==> src/rtl/smart_home_ctrl_p.sv <==
// smart_home_ctrl_p
//   Smart-home supervisor. It debounces the door, window and fire sensors and
//   latches the fire alarm until it is acknowledged. It also applies
//   hysteresis to heater/cooler demand. A prioritised Moore machine drives
//   one-hot actuator outputs and a 3-bit display code.
//
// Ports
//   clk        system clock, rising edge
//   Rst_n      asynchronous active-low reset
//   SFD, SRD   raw front/rear door sensors
//   SW         raw window sensors, one bit per window
//   SFA        raw fire-alarm sensor
//   Ack        single-cycle alarm acknowledge
//   ST         temperature sample (unsigned, not debounced)
//   fdoor, rdoor, winbuzz, alarmbuzz, heater, cooler
//              actuator drives, at most one high
//   win_idx    lowest-index open (debounced) window, 0 when none
//   display    current state code
module smart_home_ctrl_p #(
  parameter int TEMP_W  = 7,
  parameter int N_WIN   = 4,
  parameter int T_LOW   = 50,
  parameter int T_HIGH  = 85,
  parameter int HYST    = 2,
  parameter int DEB_CYC = 4,
  localparam int IDX_W  = (N_WIN > 1) ? $clog2(N_WIN) : 1
) (
  input  logic              clk,
  input  logic              Rst_n,
  input  logic              SFD,
  input  logic              SRD,
  input  logic [N_WIN-1:0]  SW,
  input  logic              SFA,
  input  logic              Ack,
  input  logic [TEMP_W-1:0] ST,
  output logic              fdoor,
  output logic              rdoor,
  output logic              winbuzz,
  output logic              alarmbuzz,
  output logic              heater,
  output logic              cooler,
  output logic [IDX_W-1:0]  win_idx,
  output logic [2:0]        display
);

  localparam logic [2:0] S_IDLE   = 3'b000;
  localparam logic [2:0] S_FDOOR  = 3'b001;
  localparam logic [2:0] S_RDOOR  = 3'b010;
  localparam logic [2:0] S_ALARM  = 3'b011;
  localparam logic [2:0] S_WIN    = 3'b100;
  localparam logic [2:0] S_HEATER = 3'b101;
  localparam logic [2:0] S_COOLER = 3'b110;

  // All debounced inputs share one vector: windows in the low bits, then
  // front door, rear door and fire sensor.
  localparam int NS     = N_WIN + 3;
  localparam int I_FD   = N_WIN;
  localparam int I_RD   = N_WIN + 1;
  localparam int I_FA   = N_WIN + 2;
  localparam int CW     = $clog2(DEB_CYC + 1);
  localparam logic [CW-1:0] CNT_LAST = CW'(DEB_CYC - 1);

  // Temperatures are compared one bit wider so that the threshold
  // arithmetic can never wrap at the ends of the ST range.
  localparam int XW = TEMP_W + 1;
  localparam logic [XW-1:0] HEAT_ON_TH  = XW'(T_LOW);
  localparam logic [XW-1:0] HEAT_OFF_TH = XW'(T_LOW + HYST);
  localparam logic [XW-1:0] COOL_ON_TH  = XW'(T_HIGH);
  localparam logic [XW-1:0] COOL_OFF_TH = XW'(T_HIGH - HYST);

  logic [NS-1:0]     raw;
  logic [NS-1:0]     db;
  logic [CW-1:0]     cnt [NS];
  logic              fire_latch;
  logic              fire_active;
  logic              heat_on;
  logic              cool_on;
  logic [XW-1:0]     st_x;
  logic [2:0]        state;
  logic [2:0]        state_next;
  logic [IDX_W-1:0]  win_idx_next;

  assign raw  = {SFA, SRD, SFD, SW};
  assign st_x = {1'b0, ST};

  // The debounce counters count consecutive samples in which the raw input
  // disagrees with its debounced flag. Any agreeing sample restarts the count.
  // The flag takes the raw value on the DEB_CYC-th disagreeing sample.
  always_ff @(posedge clk or negedge Rst_n) begin
    if (!Rst_n) begin
      db <= '0;
      for (int i = 0; i < NS; i++) cnt[i] <= '0;
    end else begin
      for (int i = 0; i < NS; i++) begin
        if (raw[i] != db[i]) begin
          if (cnt[i] == CNT_LAST) begin
            db[i]  <= raw[i];
            cnt[i] <= '0;
          end else begin
            cnt[i] <= cnt[i] + 1'b1;
          end
        end else begin
          cnt[i] <= '0;
        end
      end
    end
  end

  // The fire latch holds the alarm after the sensor clears. Ack releases it
  // only once the debounced sensor is low, so a live sensor always wins.
  always_ff @(posedge clk or negedge Rst_n) begin
    if (!Rst_n)          fire_latch <= 1'b0;
    else if (db[I_FA])   fire_latch <= 1'b1;
    else if (Ack)        fire_latch <= 1'b0;
  end

  // Including the live debounced flag lets the alarm state follow the flag
  // with the same one-edge latency as the other sensors.
  assign fire_active = fire_latch | db[I_FA];

  // The heat and cool demand flags use a hysteresis band. The thresholds are
  // apart by at least 2*HYST, so the two flags can never both be set.
  always_ff @(posedge clk or negedge Rst_n) begin
    if (!Rst_n) begin
      heat_on <= 1'b0;
      cool_on <= 1'b0;
    end else begin
      if (st_x < HEAT_ON_TH)        heat_on <= 1'b1;
      else if (st_x >= HEAT_OFF_TH) heat_on <= 1'b0;
      if (st_x > COOL_ON_TH)        cool_on <= 1'b1;
      else if (st_x <= COOL_OFF_TH) cool_on <= 1'b0;
    end
  end

  // Next state is the highest-priority active condition. It is re-evaluated
  // every cycle from any state. Only the fire latch is sticky.
  always_comb begin
    state_next = S_IDLE;
    if (fire_active)    state_next = S_ALARM;
    else if (db[I_FD])  state_next = S_FDOOR;
    else if (db[I_RD])  state_next = S_RDOOR;
    else if (|db[N_WIN-1:0]) state_next = S_WIN;
    else if (heat_on)   state_next = S_HEATER;
    else if (cool_on)   state_next = S_COOLER;
  end

  // The loop scans the windows from the top down, so the lowest open index
  // is the last one assigned and therefore the one kept.
  always_comb begin
    win_idx_next = '0;
    for (int i = N_WIN - 1; i >= 0; i--) begin
      if (db[i]) win_idx_next = IDX_W'(i);
    end
  end

  // This block registers the state and the window index. The window index
  // tracks the flags regardless of the current state.
  always_ff @(posedge clk or negedge Rst_n) begin
    if (!Rst_n) begin
      state   <= S_IDLE;
      win_idx <= '0;
    end else begin
      state   <= state_next;
      win_idx <= win_idx_next;
    end
  end

  // The outputs are pure decodes of the registered state.
  assign display   = state;
  assign fdoor     = (state == S_FDOOR);
  assign rdoor     = (state == S_RDOOR);
  assign alarmbuzz = (state == S_ALARM);
  assign winbuzz   = (state == S_WIN);
  assign heater    = (state == S_HEATER);
  assign cooler    = (state == S_COOLER);

endmodule
==> config.mk <==
export PLATFORM = sky130hd
export DESIGN_NAME = smart_home_ctrl_p
export DESIGN_NICKNAME = d
export VERILOG_FILES = /design/src/rtl/smart_home_ctrl_p.sv
export SDC_FILE = /design/constraint.sdc
export NUM_CORES = 1
export LEC_CHECK = 0
export BUFFER_PORTS_ARGS = -buffer_cell sky130_fd_sc_hd__buf_4
export CAP_MARGIN = 30
export CORE_MARGIN = 2
export CORE_UTILIZATION = 53
export DETAILED_ROUTE_END_ITERATION = 10
export PLACE_DENSITY = 0.77
export SYNTH_ARGS = -nofsm -noshare
export SYNTH_HDL_FRONTEND = slang
export SYNTH_SLANG_ARGS = --single-unit
==> constraint.sdc <==
create_clock -name clk -period 1.3 [get_ports clk]
set_clock_uncertainty 0.1 [all_clocks]
set_input_delay 0.26 -clock clk [delete_from_list [all_inputs] [get_ports clk]]
set_output_delay 0.26 -clock clk [all_outputs]
set_load 0.01 [all_outputs]
==> results of run 1 <==
logic make-up after synthesis:
kind of cell,Yosys count,synth area share
compound gates,10,0.0393
xor+xnor,7,0.0410
fa+ha+maj,7,0.0586
buf+inv,3,0.00753
flops,36,0.603
mux,7,0.0527
simple gates,45,0.198
report_power, final:
part | leakage, nW | internal (mW) | total (mW) | switching (mW)
clock network | 0.0326 | 0.267 | 0.612 | 0.345
logic | 0.448 | 0.897 | 1.51 | 0.608
registers | 0.454 | 1.49 | 1.81 | 0.318
total | 0.934 | 2.66 | 3.93 | 1.27
stage by stage:
| step | worst slack (ps) | util | instances | setup TNS [ps] | area (um^2) |
|---|---|---|---|---|---|
| floorplan | 63.3 | - | 115 | 0 | 1500 |
| global placement | 20.8 | 0.649 | 176 | 0 | 1760 |
| detailed placement | -0.731 | 0.649 | 176 | -0.731 | 1760 |
| CTS | -209 | 0.692 | 189 | -1340 | 1870 |
| global route | -306 | 0.735 | 193 | -1920 | 1990 |
| finish | -201 | 0.735 | 193 | -1330 | 1990 |
what timing repair did:
action                                  4_1_cts  5_1_grt
pin swaps                                     0        2
resized for setup                             3       21
endpoints found under the setup margin       11       17
buffers inserted                              1        4
hold buffers                                  4        0
hold endpoints to repair                     37        0
metal layers:
layer  GRT usage  vias to the layer above
li1            -                      496
met1       0.207                      486
met2       0.299                       25
met3      0.0794                        7
met4      0.0797                        0
met5           0                        -
cell usage in the layout (no fill, tap or decap), drive strengths merged, types with 4 or more instances in the layout:
cell         Yosys  layout
dlygate4sd3      0       4
clkbuf           0       8
mux2             7       7
ha               7       7
and3b            5       5
dfrtp           36      36
buf              0      35
xnor2            7       7
nor2             5       5
nor2b            7       7
nor3b           15      15
nor3             7       7
worst paths after layout:
kind / depth (start not counted) / to / slack, ps / start
max in group asynchronous: 2 / display[1]$_DFF_PN0_ / 470 / Rst_n
max reg2reg: 3 / db[0]$_DFFE_PN0P_ / 50 / cnt[18]$_DFF_PN0_
min in group asynchronous: 2 / cnt[7]$_DFF_PN0_ / 300 / Rst_n
max: 2 / fdoor / -200 / display[2]$_DFF_PN0_
min reg2reg: 1 / cnt[9]$_DFF_PN0_ / 350 / cnt[9]$_DFF_PN0_
min: 2 / db[6]$_DFFE_PN0P_ / 60 / SFA
cell type report:
cell class	instances	area [um^2]
fillers	186	719
flip-flops and latches	36	905
well taps	31	38.8
multi-input cells	76	667
repair buffers	39	310
clock buffers	8	58.8
inverters	3	11.3
critical path: cells and delay by family (launching register included):
| kind | cells | cell delay [ps] |
|---|---|---|
| buffers and inverters | 1 | 150 |
| and+or+nand+nor | 1 | 200 |
| DFF | 1 | 450 |
registers in the layout (all words and copies together), names as in the netlist:
| name | flops |
|---|---|
| db | 7 |
| heat_on | 1 |
| display | 3 |
| cnt | 21 |
| fire_latch | 1 |
| win_idx | 2 |
| cool_on | 1 |
==> impl_metrics.tcl, run 1 <==
set metrics [dict create \
    outcome "finished with violations" \
    violations "negative setup slack" \
    cts.sinks 36 \
    total_power_mw 3.93 \
    portBuffers 26 \
    first_pass_iters 4 \
    cp-start-kind "flop" \
    numCtsBuffers 5 \
    seq_area_frac_synth 0.603 \
    yosys.area.top_type_share 0.603 \
    vias 1014 \
    yosysWarningCount 0 \
    met2_length_um 1330 \
    hold_violations 0 \
    grt_pass1_vias 1000 \
    synth_fp_nets 139 \
    rsz0062_at_grt "yes" \
    grt_pass1_wl_um 4350 \
    synthesis.area_um2 1500 \
    cts_tree "done" \
    clock_latency_ps 340 \
    worstPathMaxFanout 7 \
    synthTopCellsByArea "dfrtp_1 (60%), nor3b_1 (7.5%), ha_1 (5.9%)" \
    synth_edf_count 0 \
    drt_iter0_markers 41 \
    synth_top_cell_by_area "dfrtp_1" \
    avgViaCountPerCell 5.25 \
    initial_utilization 0.552 \
    hold_path.class "input pin to flop" \
    grt_max_degree 37 \
    slowest_delay_ps 450 \
    route.met3.wl_um 157 \
    fin_crit_ps 1500 \
    gp_congestion 0.744 \
    antenna_cells 0 \
    design.die.area_um2 3260 \
    cts_buffer_depth 2 \
    worstPathArrival_ps 1140 \
    critPathKind "flop to output pin" \
    yosysMostFrequentCell "dfrtp_1" \
    drive_above_1_share 0.414 \
    core_um2 2710 \
    synth-async-reset-ratio 1.00 \
    leakage_nw 0.934 \
    finalWorstSetupSlack_ps -201 \
    grt_antenna_before_repair 0 \
    power_per_cell_area_nw_per_um2 1970 \
    wl_met1_um 1140 \
    h-tree-depth 2 \
    cap_violations 0 \
    nets 185 \
    grt-ovfl-total 0 \
    wl_per_cell_um 13.8 \
    synth_commonest_cells "dfrtp_1 (36), nor3b_1 (15)" \
    die_w_um 57.1 \
    drcViolationCount 0 \
    setup_violations 9 \
    slew_violations 0 \
    top_layer "met4" \
    synth-seq-cells 36 \
    syn_area_per_cell_um2 13.0 \
    path_cells "nor3b_2 -> buf_4" \
    period_share 1.15 \
    clkTransAtPathRegs_ps 100 \
    dp_hpwl_um 1820 \
    whs_ps 63.5 \
    ys_types 20 \
    grtUsageTotal 0.182 \
    num_rows 19 \
    areaGrowthSynthToFinish_pct 33.1 \
    routed_wl_um 2670 \
    die_h_um 57.1 \
    tightest_slew_ps 438 \
    ant_nets 0 \
    relSlewSlack 0.708 \
    cp-end-kind "output pin" \
    max-vdd-ir-drop_mv 1.73 \
    ys.flop_type "dfrtp_1" \
    fmax_mhz 666 \
    cts-root-buf "clkbuf_4" \
    ioPinCount 28 \
    crit_slowest_cell "dfrtp_2" \
    syn-instance-count 115 \
    cp.required_ps 940 \
]
Note: power is estimated with default switching activity, not from simulation.
==> run 2: changes to the inputs <==
--- a/config.mk
+++ b/config.mk
@@ -10,6 +10,7 @@
 export CORE_MARGIN = 2
 export CORE_UTILIZATION = 53
 export DETAILED_ROUTE_END_ITERATION = 10
+export MAX_ROUTING_LAYER = met4
 export PLACE_DENSITY = 0.77
 export SYNTH_ARGS = -nofsm -noshare
 export SYNTH_HDL_FRONTEND = slang
==> impl_metrics.tcl, run 2 (same netlist as run 1, synthesis figures left out) <==
set metrics [dict create \
    outcome "finished with violations" \
    violations "negative setup slack" \
    drive_above_1_share 0.414 \
    cap_violations 0 \
    fin_crit_ps 1500 \
    final_cell_mix "dfrtp_1 (33), buf_4 (33), nor3b_1 (12)" \
    routed_wl_um 2670 \
    cts.sinks 36 \
    gp_congestion 0.753 \
    grtUsageTotal 0.188 \
    num_rows 19 \
    ioPinCount 28 \
    leakage_nw 0.934 \
    holdPathEnd "db[6]$_DFFE_PN0P_" \
    whs_ps 63.3 \
    antenna_cells 0 \
    setup_violations 9 \
    die_w_um 57.1 \
    largest_register "cnt" \
    portBuffers 26 \
    grt_max_degree 37 \
    initial_utilization 0.552 \
    tightest_slew_ps 439 \
    die_h_um 57.1 \
    total_power_mw 3.93 \
    reg2reg_setup_slack_ps 50 \
    cts_buffer_depth 2 \
    clock_latency_ps 340 \
    grt_pass1_vias 998 \
    period_share 1.15 \
    grt_antenna_before_repair 0 \
    wl_per_cell_um 13.8 \
    design.die.area_um2 3260 \
    drcViolationCount 0 \
    worstPathMaxFanout 7 \
    clkTransAtPathRegs_ps 100 \
    dp_slack_ps -0.731 \
    cp.required_ps 940 \
    cp-start-kind "flop" \
    cp-end-kind "output pin" \
    reg2reg_depth 3 \
    min_path_cells 2 \
    core_um2 2710 \
    critPathKind "flop to output pin" \
    areaGrowthSynthToFinish_pct 33.1 \
    numCtsBuffers 5 \
    rsz0062_at_grt "yes" \
    vias 1015 \
    timing.rr.end "db[0]$_DFFE_PN0P_" \
    worstHoldStart "SFA" \
    cts_tree "done" \
    finalSetupTns_ps -1330 \
    max-vdd-ir-drop_mv 1.73 \
    finalWorstSetupSlack_ps -201 \
    nets 185 \
    dp.cells 176 \
    stdcell_count 193 \
    dp_hpwl_um 1820 \
    drt_iter0_markers 41 \
    grt_pass1_wl_um 4370 \
    relSlewSlack 0.707 \
    slew_violations 0 \
    ant_nets 0 \
    hold_violations 0 \
    grt-ovfl-total 0 \
    largest_reg_flops 21 \
    timing.rr.start "cnt[18]$_DFF_PN0_" \
    power_per_cell_area_nw_per_um2 1970 \
    first_pass_iters 4 \
    cts-root-buf "clkbuf_4" \
    fmax_mhz 666 \
    num-fill-cells 186 \
    worstPathArrival_ps 1140 \
    h-tree-depth 2 \
    hold_path.class "input pin to flop" \
    avgViaCountPerCell 5.26 \
]
-- run 2: cell counts in the layout (fill, tap and decap cells not counted) --
No cell type changed its count.
-- run 2: per-stage QoR --
stage | util | area (um^2)
finish | 0.735 | 1990
detailed placement | 0.649 | 1760
global route | 0.735 | 1990
global placement | 0.649 | 1760
floorplan | - | 1500
CTS | 0.692 | 1870
-- run 2: worst max-delay path by stage --
| stage | startpoint | endpoint | slack (ps) | cells past startpoint |
|---|---|---|---|---|
| 4_1_cts | display[1]$_DFF_PN0_ | winbuzz | -210 | 2 |
| 5_1_grt | display[2]$_DFF_PN0_ | fdoor | -310 | 2 |
| 3_3_place_gp | cnt[6]$_DFF_PN0_ | db[4]$_DFFE_PN0P_ | 20 | 3 |
| 6_report | display[2]$_DFF_PN0_ | fdoor | -200 | 2 |
| 3_5_place_dp | cnt[0]$_DFF_PN0_ | db[6]$_DFFE_PN0P_ | -0.7 | 3 |
| 2_1_floorplan | cnt[15]$_DFF_PN0_ | db[1]$_DFFE_PN0P_ | 60 | 3 |
-- run 2: cell type report --
type	instances	area [um^2]	area share
repair buffers	39	310	0.156
flip-flops and latches	36	905	0.454
well taps	31	38.8	0.0195
multi-input cells	76	667	0.335
clock buffers	8	58.8	0.0295
inverters	3	11.3	0.00566
-- run 2: repair_timing --
action / in CTS / in global routing
endpoints found under the hold margin: 37 / 0
pin swaps: 0 / 2
gates resized for setup: 3 / 21
hold buffers: 4 / 0
buffers inserted: 1 / 4
setup endpoints to repair: 11 / 17
-- run 2: worst max-delay path, cell delays in order, from the launching register on --
cell     delay (ps)
dfrtp_2         450
nor3b_2         200
buf_4           150
-- run 2: report_power, final --
group | leakage [nW] | switching (mW) | internal (mW)
Sequential | 0.454 | 0.318 | 1.49
Clock | 0.0326 | 0.346 | 0.267
Combinational | 0.448 | 0.608 | 0.897
Total | 0.934 | 1.27 | 2.66
-- run 2: metal layers --
metal,track usage,wire [um]
met5,-,0
met3,0.0794,157
met1,0.209,1140
met4,0.0797,45
met2,0.299,1330
==> run 3: changes to the inputs <==
--- a/config.mk
+++ b/config.mk
@@ -11,7 +11,7 @@
 export CORE_UTILIZATION = 53
 export DETAILED_ROUTE_END_ITERATION = 10
 export MAX_ROUTING_LAYER = met4
-export PLACE_DENSITY = 0.77
+export PLACE_DENSITY_LB_ADDON = 0.2
 export SYNTH_ARGS = -nofsm -noshare
 export SYNTH_HDL_FRONTEND = slang
 export SYNTH_SLANG_ARGS = --single-unit
==> impl_metrics.tcl, run 3 (same netlist as run 1, synthesis figures left out) <==
set metrics [dict create \
    setup_violations 6 \
    initial_utilization 0.552 \
    ant_nets 0 \
    worstPathArrival_ps 1130 \
    first_pass_iters 4 \
    design.die.area_um2 3260 \
    cap_violations 0 \
    grt_max_degree 37 \
    num_rows 19 \
    leakage_nw 0.934 \
    dp_hpwl_um 1730 \
    fmax_mhz 671 \
    cts_buffer_depth 2 \
    violations "negative setup slack" \
    cp-end-kind "output pin" \
    cp.required_ps 940 \
    gp_congestion 0.719 \
    antenna_cells 0 \
    drt_iter0_markers 24 \
    cts.sinks 36 \
    grt_antenna_before_repair 0 \
    numCtsBuffers 5 \
    whs_ps 42.3 \
    grtUsageTotal 0.183 \
    post_dp_cell_area_um2 1760 \
    max-vdd-ir-drop_mv 1.71 \
    hold_path.class "input pin to flop" \
    h-tree-depth 2 \
    cts_tree "done" \
    hold_violations 0 \
    routed_wl_um 2620 \
    drcViolationCount 0 \
    period_share 1.15 \
    grt-ovfl-total 0 \
    dp_slack_ps -42.1 \
    die_h_um 57.1 \
    ioPinCount 28 \
    relSlewSlack 0.701 \
    grt_pass1_vias 1024 \
    finalSetupTns_ps -988 \
    clkTransAtPathRegs_ps 90 \
    portBuffers 26 \
    final_cell_mix "buf_4 (37), dfrtp_1 (33), nor3b_1 (11)" \
    total_power_mw 3.92 \
    worstPathMaxFanout 7 \
    wl_per_cell_um 13.6 \
    rsz0062_at_grt "yes" \
    fin_area_um2 1990 \
    fin_crit_ps 1490 \
    slew_violations 0 \
    clock_latency_ps 320 \
    cp-start-kind "flop" \
    largest_reg_flops 21 \
    tightest_slew_ps 449 \
    largest_register "cnt" \
    power_per_cell_area_nw_per_um2 1970 \
    mostFrequentLayoutCell "buf_4" \
    vias 1009 \
    outcome "finished with violations" \
    finalWorstSetupSlack_ps -190 \
    core_um2 2710 \
    drive_above_1_share 0.432 \
    nets 185 \
    critPathKind "flop to output pin" \
    avgViaCountPerCell 5.23 \
    die_w_um 57.1 \
    cts-root-buf "clkbuf_4" \
    grt_pass1_wl_um 4350 \
    areaGrowthSynthToFinish_pct 33.0 \
]
## run 3: cell types whose count changed in the layout (fill, tap and decap cells not counted), sizes merged
cell         delta
dlygate4sd3     -2
buf             +2
## run 3: report_power, final
group          switching (mW)  internal (mW)  leakage [nW]
Clock                   0.328          0.267        0.0326
Combinational           0.606          0.903         0.448
Sequential              0.319           1.49         0.454
## run 3: through the flow
stage	cells	utilization
floorplan	115	-
global placement	176	0.649
detailed placement	176	0.649
CTS	186	0.687
global route	193	0.734
finish	193	0.734
## run 3: final cells by class
type,count,area [um^2]
Sequential cell,36,905
Fill cell,204,722
Multi-Input combinational cell,76,677
Timing Repair Buffer,39,298
Clock buffer,8,58.8
Tap cell,31,38.8
Inverter,3,11.3
## run 3: final timing paths
check / from / endpoint / slack, ps / cells after the start
setup reg to reg: cnt[15]$_DFF_PN0_ / db[1]$_DFFE_PN0P_ / 30 / 3
setup / recovery: display[2]$_DFF_PN0_ / rdoor / -190 / 2
min in group asynchronous: Rst_n / cnt[11]$_DFF_PN0_ / 320 / 2
max in group asynchronous: Rst_n / display[1]$_DFF_PN0_ / 430 / 2
hold / removal: ST[4] / heat_on$_DFFE_PN0P_ / 40 / 2
hold reg to reg: cnt[6]$_DFF_PN0_ / cnt[6]$_DFF_PN0_ / 350 / 1
## run 3: timing repair
| item | CTS | global route |
|---|---|---|
| hold endpoints to repair | 37 | 0 |
| hold buffers | 2 | 0 |
| resized for setup | 8 | 16 |
| gates cloned | 0 | 0 |
| endpoints found under the setup margin | 8 | 19 |
| pin swaps | 2 | 5 |
| setup buffers | 0 | 7 |
## run 3: layer usage
layer,vias to the layer above,track usage,part of all wire
li1,499,-,-
met2,19,0.300,0.53
met5,-,-,0
met1,489,0.206,0.42
met4,0,0.0498,0.0065
met3,2,0.0771,0.041
## run 3: worst max-delay path, stage by stage, from the launching register on
cell and delay, ps:
dfrtp_2 460, nor3b_2 210, buf_4 150
